**src/rtl/piston_pkg.sv**
```systemverilog
// Shared types and helpers for the piston position controller.
// Mode 3 (GAS) behaviour is selected by the GAS_MODE_EN macro in piston_target_calc.
package piston_pkg;

  localparam int unsigned MolesW = 3;
  localparam int unsigned TempW  = 3;
  localparam int unsigned NtW    = 6;
  localparam int unsigned RawPad = 8;

  typedef enum logic [1:0] {
    MANUAL = 2'd0,
    MOLES  = 2'd1,
    TEMP   = 2'd2,
    GAS    = 2'd3
  } mode_e;

  typedef enum logic [1:0] {
    IDLE = 2'd0,
    MOVE = 2'd1,
    HOLD = 2'd2
  } state_e;

  // Payload presented to the target calculator each cycle.
  typedef struct packed {
    mode_e             mode;
    logic [MolesW-1:0] numMoles;
    logic [TempW-1:0]  temp;
  } target_req_t;

  function automatic int clampPos(input int v, input int lo, input int hi);
    if (v < lo) return lo;
    if (v > hi) return hi;
    return v;
  endfunction

endpackage

```
**src/rtl/piston_target_calc.sv**
```systemverilog
// Combinational raw-target computation and saturation for each mode.
// GAS_MODE_EN defined: mode 3 targets POS_MAX+1 - NT_STEP*n*T; otherwise mode 3 acts as a frozen manual mode.
module piston_target_calc
  import piston_pkg::*;
#(
  parameter int unsigned W         = 8,
  parameter int unsigned POS_MIN   = 1,
  parameter int unsigned POS_MAX   = 200,
  parameter int unsigned MOL_STEP  = 40,
  parameter int unsigned TEMP_BASE = 160,
  parameter int unsigned TEMP_STEP = 40,
  parameter int unsigned NT_STEP   = 10
) (
  input  target_req_t  req,
  output logic [W-1:0] clampTarget_c,
  output logic         manual_c,
  output logic         reqEn_c
);

  localparam int unsigned RawW = W + RawPad;

  logic signed [RawW-1:0] raw;
  logic [NtW-1:0]         ntProd;

  // Raw value is wide enough that subtraction never wraps; clamp brings it into range.
  always_comb begin
    raw      = '0;
    manual_c = 1'b0;
    reqEn_c  = 1'b0;
    ntProd   = NtW'(req.numMoles) * NtW'(req.temp);
    case (req.mode)
      MOLES: raw = RawW'(POS_MAX + 1) - RawW'(MOL_STEP) * RawW'(req.numMoles);
      TEMP:  raw = RawW'(TEMP_BASE + 1) - RawW'(TEMP_STEP) * RawW'(req.temp);
      GAS: begin
        raw = RawW'(POS_MAX + 1) - RawW'(NT_STEP) * RawW'(ntProd);
`ifdef GAS_MODE_EN
        manual_c = 1'b0;
`else
        manual_c = 1'b1;
`endif
      end
      default: begin
        manual_c = 1'b1;
        reqEn_c  = 1'b1;
      end
    endcase
    clampTarget_c = W'(clampPos(int'(raw), int'(POS_MIN), int'(POS_MAX)));
  end

endmodule

```
**src/rtl/piston_position_ctrl.sv**
```systemverilog
// Piston position controller: tick divider, target register, IDLE/MOVE/HOLD FSM and step datapath.
// Optional combined n*T mode is enabled with the GAS_MODE_EN macro (see piston_target_calc).
module piston_position_ctrl
  import piston_pkg::*;
#(
  parameter int unsigned W         = 8,
  parameter int unsigned POS_MIN   = 1,
  parameter int unsigned POS_MAX   = 200,
  parameter int unsigned MOL_STEP  = 40,
  parameter int unsigned TEMP_BASE = 160,
  parameter int unsigned TEMP_STEP = 40,
  parameter int unsigned NT_STEP   = 10,
  parameter int unsigned STEP      = 1,
  parameter int unsigned TICK_DIV  = 1
) (
  input  logic         clk,
  input  logic         clear,
  input  logic         enable,
  input  logic [1:0]   mode,
  input  logic         compress_in,
  input  logic         expand_in,
  input  logic [2:0]   num_moles,
  input  logic [2:0]   temp,
  output logic [W-1:0] pos,
  output logic [W-1:0] target,
  output logic         busy,
  output logic         settled,
  output logic         dir_compress
);

  localparam int unsigned CntW = (TICK_DIV > 1) ? $clog2(TICK_DIV) : 1;
  localparam logic [W-1:0] StepW   = W'(STEP);
  localparam logic [W:0]   StepX   = (W+1)'(STEP);
  localparam logic [W:0]   PosMinX = (W+1)'(POS_MIN);
  localparam logic [W:0]   PosMaxX = (W+1)'(POS_MAX);

  target_req_t    req;
  logic [W-1:0]   clampTarget;
  logic           manualMode;
  logic           reqEn;

  logic [CntW-1:0] tickCnt;
  logic            tick;

  state_e         state, stateNext;
  logic [W-1:0]   posNext, targetNext;
  logic           dirNext, settledNext, busyNext;
  logic [W:0]     upSum;

  assign req = '{mode: mode_e'(mode), numMoles: num_moles, temp: temp};

  piston_target_calc #(
    .W         (W),
    .POS_MIN   (POS_MIN),
    .POS_MAX   (POS_MAX),
    .MOL_STEP  (MOL_STEP),
    .TEMP_BASE (TEMP_BASE),
    .TEMP_STEP (TEMP_STEP),
    .NT_STEP   (NT_STEP)
  ) uCalc (
    .req           (req),
    .clampTarget_c (clampTarget),
    .manual_c      (manualMode),
    .reqEn_c       (reqEn)
  );

  // Motion tick divider; frozen along with everything else when disabled.
  assign tick = enable && (tickCnt == CntW'(TICK_DIV - 1));

  always_ff @(posedge clk or posedge clear) begin
    if (clear) begin
      tickCnt <= '0;
    end else if (enable) begin
      if (tick) tickCnt <= '0;
      else      tickCnt <= tickCnt + CntW'(1);
    end
  end

  // Next state, next position and status flags.
  always_comb begin
    stateNext   = state;
    posNext     = pos;
    targetNext  = target;
    dirNext     = dir_compress;
    settledNext = 1'b0;
    upSum       = {1'b0, pos} + StepX;

    if (enable) begin
      targetNext = manualMode ? pos : clampTarget;
      case (state)
        IDLE: begin
          if (!manualMode) begin
            stateNext = MOVE;
          end else if (tick && reqEn) begin
            if (compress_in && !expand_in)
              posNext = (upSum > PosMaxX) ? W'(POS_MAX) : upSum[W-1:0];
            else if (expand_in && !compress_in)
              posNext = ({1'b0, pos} < PosMinX + StepX) ? W'(POS_MIN) : pos - StepW;
          end
        end
        MOVE: begin
          if (manualMode) begin
            stateNext = IDLE;
          end else if (pos == target) begin
            stateNext   = HOLD;
            settledNext = 1'b1;
          end else if (tick) begin
            if (target > pos)
              posNext = ((target - pos) > StepW) ? pos + StepW : target;
            else
              posNext = ((pos - target) > StepW) ? pos - StepW : target;
          end
        end
        HOLD: begin
          if (manualMode)         stateNext = IDLE;
          else if (target != pos) stateNext = MOVE;
        end
        default: stateNext = IDLE;
      endcase
    end

    // Direction only follows real movement.
    if (posNext != pos) dirNext = (posNext > pos);
    busyNext = (stateNext == MOVE);
  end

  always_ff @(posedge clk or posedge clear) begin
    if (clear) begin
      state        <= IDLE;
      pos          <= W'(POS_MIN);
      target       <= W'(POS_MIN);
      busy         <= 1'b0;
      settled      <= 1'b0;
      dir_compress <= 1'b0;
    end else begin
      state        <= stateNext;
      pos          <= posNext;
      target       <= targetNext;
      busy         <= busyNext;
      settled      <= settledNext;
      dir_compress <= dirNext;
    end
  end

endmodule

```
**config.mk**
```make
export PLATFORM = sky130hd
export DESIGN_NAME = piston_position_ctrl
export DESIGN_NICKNAME = d
export VERILOG_FILES = /design/src/rtl/piston_pkg.sv /design/src/rtl/piston_target_calc.sv /design/src/rtl/piston_position_ctrl.sv
export SDC_FILE = /design/constraint.sdc
export NUM_CORES = 1
export LEC_CHECK = 0
export CORE_UTILIZATION = 62
export CTS_BUF_LIST = sky130_fd_sc_hd__clkbuf_4 sky130_fd_sc_hd__clkbuf_8
export CTS_CLUSTER_DIAMETER = 200
export DETAILED_ROUTE_END_ITERATION = 12
export GPL_TIMING_DRIVEN = 0
export PLACE_DENSITY = 0.84
export SLEW_MARGIN = 20
export SYNTH_ARGS = -nofsm -noshare
export SYNTH_HDL_FRONTEND = slang
export SYNTH_SLANG_ARGS = --single-unit
```
**constraint.sdc**
```tcl
create_clock -name clk -period 6.07 [get_ports clk]
set_input_delay 1.821 -clock clk [delete_from_list [all_inputs] [get_ports clk]]
set_output_delay 1.821 -clock clk [all_outputs]
set_load 0.005 [all_outputs]
```
[After elaboration in Yosys (flattened, before gate mapping)]
Cells that the tools add are included.
W data, S select, Z words.
Cells by class
  add/sub/neg operators: 9
  multipliers: 4
  $lt $le $gt $ge: 8
  equal/unequal tests: 9
  mux-type cells: 36
  bitwise logic cells: 1
  reduce and logical (&&, ||, !) cells: 9
Operators with widths (number)
  $mux W8: 17
  $pmux W16 S3: 1
  $sub A8 B9 Y10 const A: 2
  $gt A16 B9 Y1 const B: 1
  $gt A8 B1 Y1 const B: 2
  $gt A8 B8 Y1: 2
  $lt A16 B2 Y1 const B: 1
  $ne A8 B8 Y1: 2
  $pmux W8 S2: 1
  $sub A8 B8 Y8: 2
  $mul A3 B3 Y6 const A: 2
  $mux W2: 6
  $sub A8 B10 Y11 const A: 1
  $mux W1: 10
  $add A8 B1 Y9 const B: 1
  $gt A9 B8 Y1 const B: 1
  $mul A3 B6 Y9 const A: 1
  $add A8 B1 Y8 const B: 1
  $eq A8 B8 Y1: 1
  $lt A8 B2 Y1 const B: 1
  $sub A8 B1 Y8 const B: 1
  $eq A2 B1 Y1 const B: 3
  $eq A2 B2 Y1 const B: 3
  $mul A3 B3 Y6: 1
  8 further kinds: 12
Word-level totals
  flip-flop bits (word level): 22
  bits of input ports: 13
  output and inout port bits: 19
  word-level logic and storage cells: 83

[Depth between registers and ports, before layout]
  depth in word-level cells: 10
  gate-level depth with buffers: 19
  gate-level depth less buffers: 17

[Cells and area by module]
A second synthesis with hierarchy kept.
Second synthesis, totals
  cells, all modules: 547
  area, all modules: 4196.5 sq um
By module, submodules not included
  piston_position_ctrl: times used 1, cells each 397, area an instance 2959.1 sq um, seq. area each 553.0 sq um
  piston_target_calc: times used 1, cells each 150, area an instance 1237.4 sq um, seq. area each 0.0 sq um

[Worst setup path before layout]
OpenSTA, ideal clock, no wires.
  path kind: input-to-reg
  start point: input temp[2]
  end point: register target[2]
  setup time: 0.129 ns
  arrival: 5.472 ns
  required time: 5.941 ns
  slack: 0.469 ns
  stages on the path: 17
  buffers on the path: 0
  cells stage by stage: inv_1 -> nor2_1 -> fa_1 -> ha_1 -> inv_1 -> fa_1 -> inv_1 -> ha_1 -> ha_1 -> fa_1 -> xor2_1 -> a21boi_0 -> xnor3_1 -> o221ai_1 -> nand4_1 -> nand3_1 -> o21ai_0
On the way
  longest elaborated chain between the ends: 10
  elaborated cells between the ends (all ways): 14
  those cells by class: add/sub: 2; mul: 3; order compare: 2; mux: 7
Ends and longest elaborated chain
  from (decl): line piston_position_ctrl.sv:23  | input logic [2:0] temp,
  $mul A3 B3 Y6: line piston_target_calc.sv:30  | ntProd = NtW'(req.numMoles) * NtW'(req.temp);
  $mul A3 B6 Y9: line piston_target_calc.sv:35  | raw = RawW'(POS_MAX + 1) - RawW'(NT_STEP) * RawW'(ntProd);
  $sub A8 B10 Y11: line piston_target_calc.sv:35
  $pmux W16 S3 (*): line piston_target_calc.sv:31  | case (req.mode)
  $gt A16 B9 Y1: line piston_pkg.sv:32  | if (v > hi) return hi;
  $mux W1 (2 in a row): line piston_pkg.sv:32
  $mux W8: line piston_pkg.sv:33  | return v;
  $mux W8 (*): line piston_pkg.sv:32
  $mux W8 (*): line piston_position_ctrl.sv:89  | targetNext = manualMode ? pos : clampTarget;
  to (signal assigned): line piston_position_ctrl.sv:131  | target <= W'(POS_MIN);
  to (signal assigned): line piston_position_ctrl.sv:138  | target <= targetNext;
  to (decl): line piston_position_ctrl.sv:25  | output logic [W-1:0] target,
Mark *: on every way between the ends. The rest lies on a longest branch, timed or not. The select of a mux whose other input is x is not followed.
A chain may end at the register's enable or synchronous reset.

[Final worst setup path]
  start point: input num_moles[0]
  end point: register target[3]
On the way
  longest elaborated chain between the ends: 10
  elaborated cells between the ends (all ways): 15
  those cells by class: add/sub: 2; mul: 3; order compare: 2; mux: 8
Ends and longest elaborated chain
  from (decl): line piston_position_ctrl.sv:22  | input logic [2:0] num_moles,
  $mul A3 B3 Y6: line piston_target_calc.sv:30
  $mul A3 B6 Y9: line piston_target_calc.sv:35
  $sub A8 B10 Y11: line piston_target_calc.sv:35
  $pmux W16 S3 (*): line piston_target_calc.sv:31
  $gt A16 B9 Y1: line piston_pkg.sv:32
  $mux W1 (2 in a row): line piston_pkg.sv:32
  $mux W8: line piston_pkg.sv:33
  $mux W8 (*): line piston_pkg.sv:32
  $mux W8 (*): line piston_position_ctrl.sv:89
Marks and branches as above.

==> flow_metrics.env <==
export IMPL_dp_hpwl_mm=9.812
export IMPL_startpoint="num_moles[0]"
export IMPL_syn_cell_area_mm2=0.003939
export IMPL_pre_cts_ws_ns=-0.5244
export IMPL_cts_buffers=3
export IMPL_drv_cap=0
export IMPL_antenna_found_initial=0
export IMPL_crit_path_end="target[3]"
export IMPL_synth_edf_count=0
export IMPL_synth_ff_type="dfrtp_1"
export IMPL_min_period_over_period_pct=97.76
export IMPL_nNetsFinal=626
export IMPL_cp_required_ns=6.26
export IMPL_ys_seq_elements=22
export IMPL_n_antenna_cell=0
export IMPL_setup_tns_ns=0
export IMPL_status="completed"
export IMPL_fillers=482
export IMPL_hold_path_class="reg -> reg"
export IMPL_holdBufCountCts=0
export IMPL_gp_congestion=0.9907
export IMPL_syn_nets=586
export IMPL_path_cells="clkdlybuf4s50_1, inv_2, nor2_1, fa_1, ha_1, inv_1, fa_1, inv_1, ha_1, ha_1, fa_2, nor2_2, a21boi_1, xnor3_1, o221ai_2, nand4_1, a21boi_0, o21ai_0"
export IMPL_start_kind="input pin"
export IMPL_cts_sinks=22
export IMPL_yosys_warnings=0
export IMPL_path_class="in -> reg"
export IMPL_postSynthCellCount=512
export IMPL_yosysTopAreaCell="ha_1"
export IMPL_coreArea_mm2=0.006026
export IMPL_r2r_end="dir_compress"
export IMPL_rrSetupSlack_ns=0.61
export IMPL_port_buffers=31
export IMPL_finClkSkew_ns=0.009534
export IMPL_ios=32
export IMPL_max_slew_margin_rel_pct=17.86
export IMPL_ys_async_sr_fraction_pct=100.0
export IMPL_vdd_drop_max_mv=0.3079
export IMPL_grt_pass1_wl_mm=19.74
export IMPL_first_global_vias=4004
export IMPL_hold_ws_ns=0.5280
export IMPL_clkTransAtPathRegs_ns=0.08
export IMPL_drt_wl_total_mm=12.74
export IMPL_crit_slowest_cell="fa_2"
export IMPL_ys_top_cells_by_area="ha_1, dfrtp_1, o21ai_0"
export IMPL_grt_overflow=0
export IMPL_vias=4440
export IMPL_placementRows=28
export IMPL_post_route_drc_count=0
export IMPL_period_needed_ns=5.934
export IMPL_slew_violations=0
export IMPL_mostFrequentLayoutCell="ha_1"
export IMPL_seq_area_um2=553.0
export IMPL_grt_total_usage_pct=39.23
export IMPL_multi_input_area_mm2=0.003161
export IMPL_cellLeakagePower_nw=1.983
export IMPL_hold_viol=0
export IMPL_yosysSeqAreaShare_pct=14.04
export IMPL_vias_per_cell=7.093
export IMPL_fin_ws_ns=0.1361
export IMPL_clk_latency_ns=0.27
export IMPL_r2r_start="pos[0]"
export IMPL_max_freq_ghz=0.1685
export IMPL_drtIter0Drc=582
export IMPL_grt_max_degree=23
export IMPL_path_max_fanout=4
export IMPL_dieArea_mm2=0.006676
export IMPL_path_buf_inv=4
export IMPL_h_tree_depth=1
export IMPL_ant_nets=0
export IMPL_cts_tree="yes"
export IMPL_clockRootBuffer="clkbuf_8"
export IMPL_endpoint_kind="flop"
export IMPL_setup_viol=0
export IMPL_worst_pin_slew_ns=1.216
export IMPL_drive_above_1_share_pct=6.897
export IMPL_clock_path_buffers=2
export IMPL_syn_avg_cell_area_um2=7.693
export IMPL_rsz0062_at_grt="true"
export IMPL_r2r_cells=18
export IMPL_netlist_area_leader_share_pct=17.47
export IMPL_die_y_um=81.71
export IMPL_dr_pass1_iters=8
export IMPL_synth_distinct_cells=69
export IMPL_crit_top_cell="ha_1"
export IMPL_die_w_um=81.71
export IMPL_max_stage_delay_ns=0.56
export IMPL_power_density_mw_per_mm2=424.3
export IMPL_avgRoutedWirePerCell_um=20.35
export IMPL_start_util_pct=65.37
export IMPL_layout_common_cells="ha_1, nor2_1, inv_1, o21ai_0, a21oi_1"
export IMPL_path_depth=18
export IMPL_cp_arrival_ns=6.12
export IMPL_cp_top_family="adder cells"
export IMPL_syn2layout_area_growth_pct=14.26
==> through the flow <==
stage                     instances  area [µm²]  util, %  total power, mW
after floorplan                 512        3939        -            1.249
after global placement          618        4343    72.07            1.632
after detailed placement        618        4349    72.18            1.677
after CTS                       623        4442    73.71            1.836
after global routing            626        4501    74.69            2.020
final                           626        4501    74.69            1.910
==> synthesized netlist by cell type, types with 7 or more instances <==
cell / n
a21o_1: 9
a21oi_1: 31
a31oi_1: 15
and2_1: 8
clkbuf_1: 21
dfrtp_1: 20
ha_1: 55
inv_1: 46
nand2_1: 29
nand2b_1: 11
nand3_1: 9
nand4_1: 12
nor2_1: 47
o211ai_1: 7
o21ai_0: 41
xnor2_1: 15
xor2_1: 8
==> what timing repair did <==
item / in CTS / in global routing
pin swaps: 1 / 2
setup buffers: 1 / 3
resized for setup: 4 / 14
endpoints found under the setup margin: 7 / 8
==> where the power goes <==
group	switching (mW)	leakage (nW)	internal, mW	total (mW)
Combinational	0.884	1.69	0.612	1.50
Clock	0.0505	0.0357	0.0882	0.139
Sequential	0.0818	0.261	0.193	0.275
Total	1.02	1.98	0.893	1.91
==> how the worst min path moves through the flow <==
stage	start	to	slack, ns	depth (start not counted)
3_5_place_dp	dir_compress	dir_compress	0.51	1
5_1_grt	dir_compress	dir_compress	0.56	1
6_report	dir_compress	dir_compress	0.53	1
2_1_floorplan	tickCnt	tickCnt	0.49	2
4_1_cts	dir_compress	dir_compress	0.53	1
3_3_place_gp	dir_compress	dir_compress	0.50	1
==> final cells by class <==
class                           count  share of cell area [%]
Timing Repair Buffer               35                   7.673
Clock inverter                      1                  0.6672
Sequential cell                    22                   12.29
Buffer                             25                   2.307
Inverter                           46                   3.837
Tap cell                           75                   2.085
Multi-Input combinational cell    419                   70.23
Clock buffer                        3                  0.9174
==> flip-flops by register name (all words and copies together), names as in the netlist <==
register / count
pos: 8
target: 8
state: 2
busy: 1
dir_compress: 1
settled: 1
tickCnt: 1
==> cells by family after synthesis <==
logic type / after synthesis / share of synthesized area (%)
muxes: 7 / 1.811
xor gates and xnor gates: 24 / 5.686
buffers and inverters: 71 / 7.020
and+or+nand+nor: 152 / 19.73
DFF: 22 / 14.04
adders and majority gates: 62 / 20.78
AOI/OAI and AO/OA: 174 / 30.94
==> layer usage <==
layer / routed length, µm / up-vias / global-route usage, % / share of wire [%]
li1: - / 1979 / - / -
met1: 5318 / 2072 / 55.87 / 42
met2: 5477 / 331 / 60.58 / 43
met3: 1583 / 58 / 7.111 / 12
met4: 363 / 0 / 10.53 / 2.8
met5: 0 / - / 0 / 0
No activity file was read; power rests on OpenSTA's default activity.
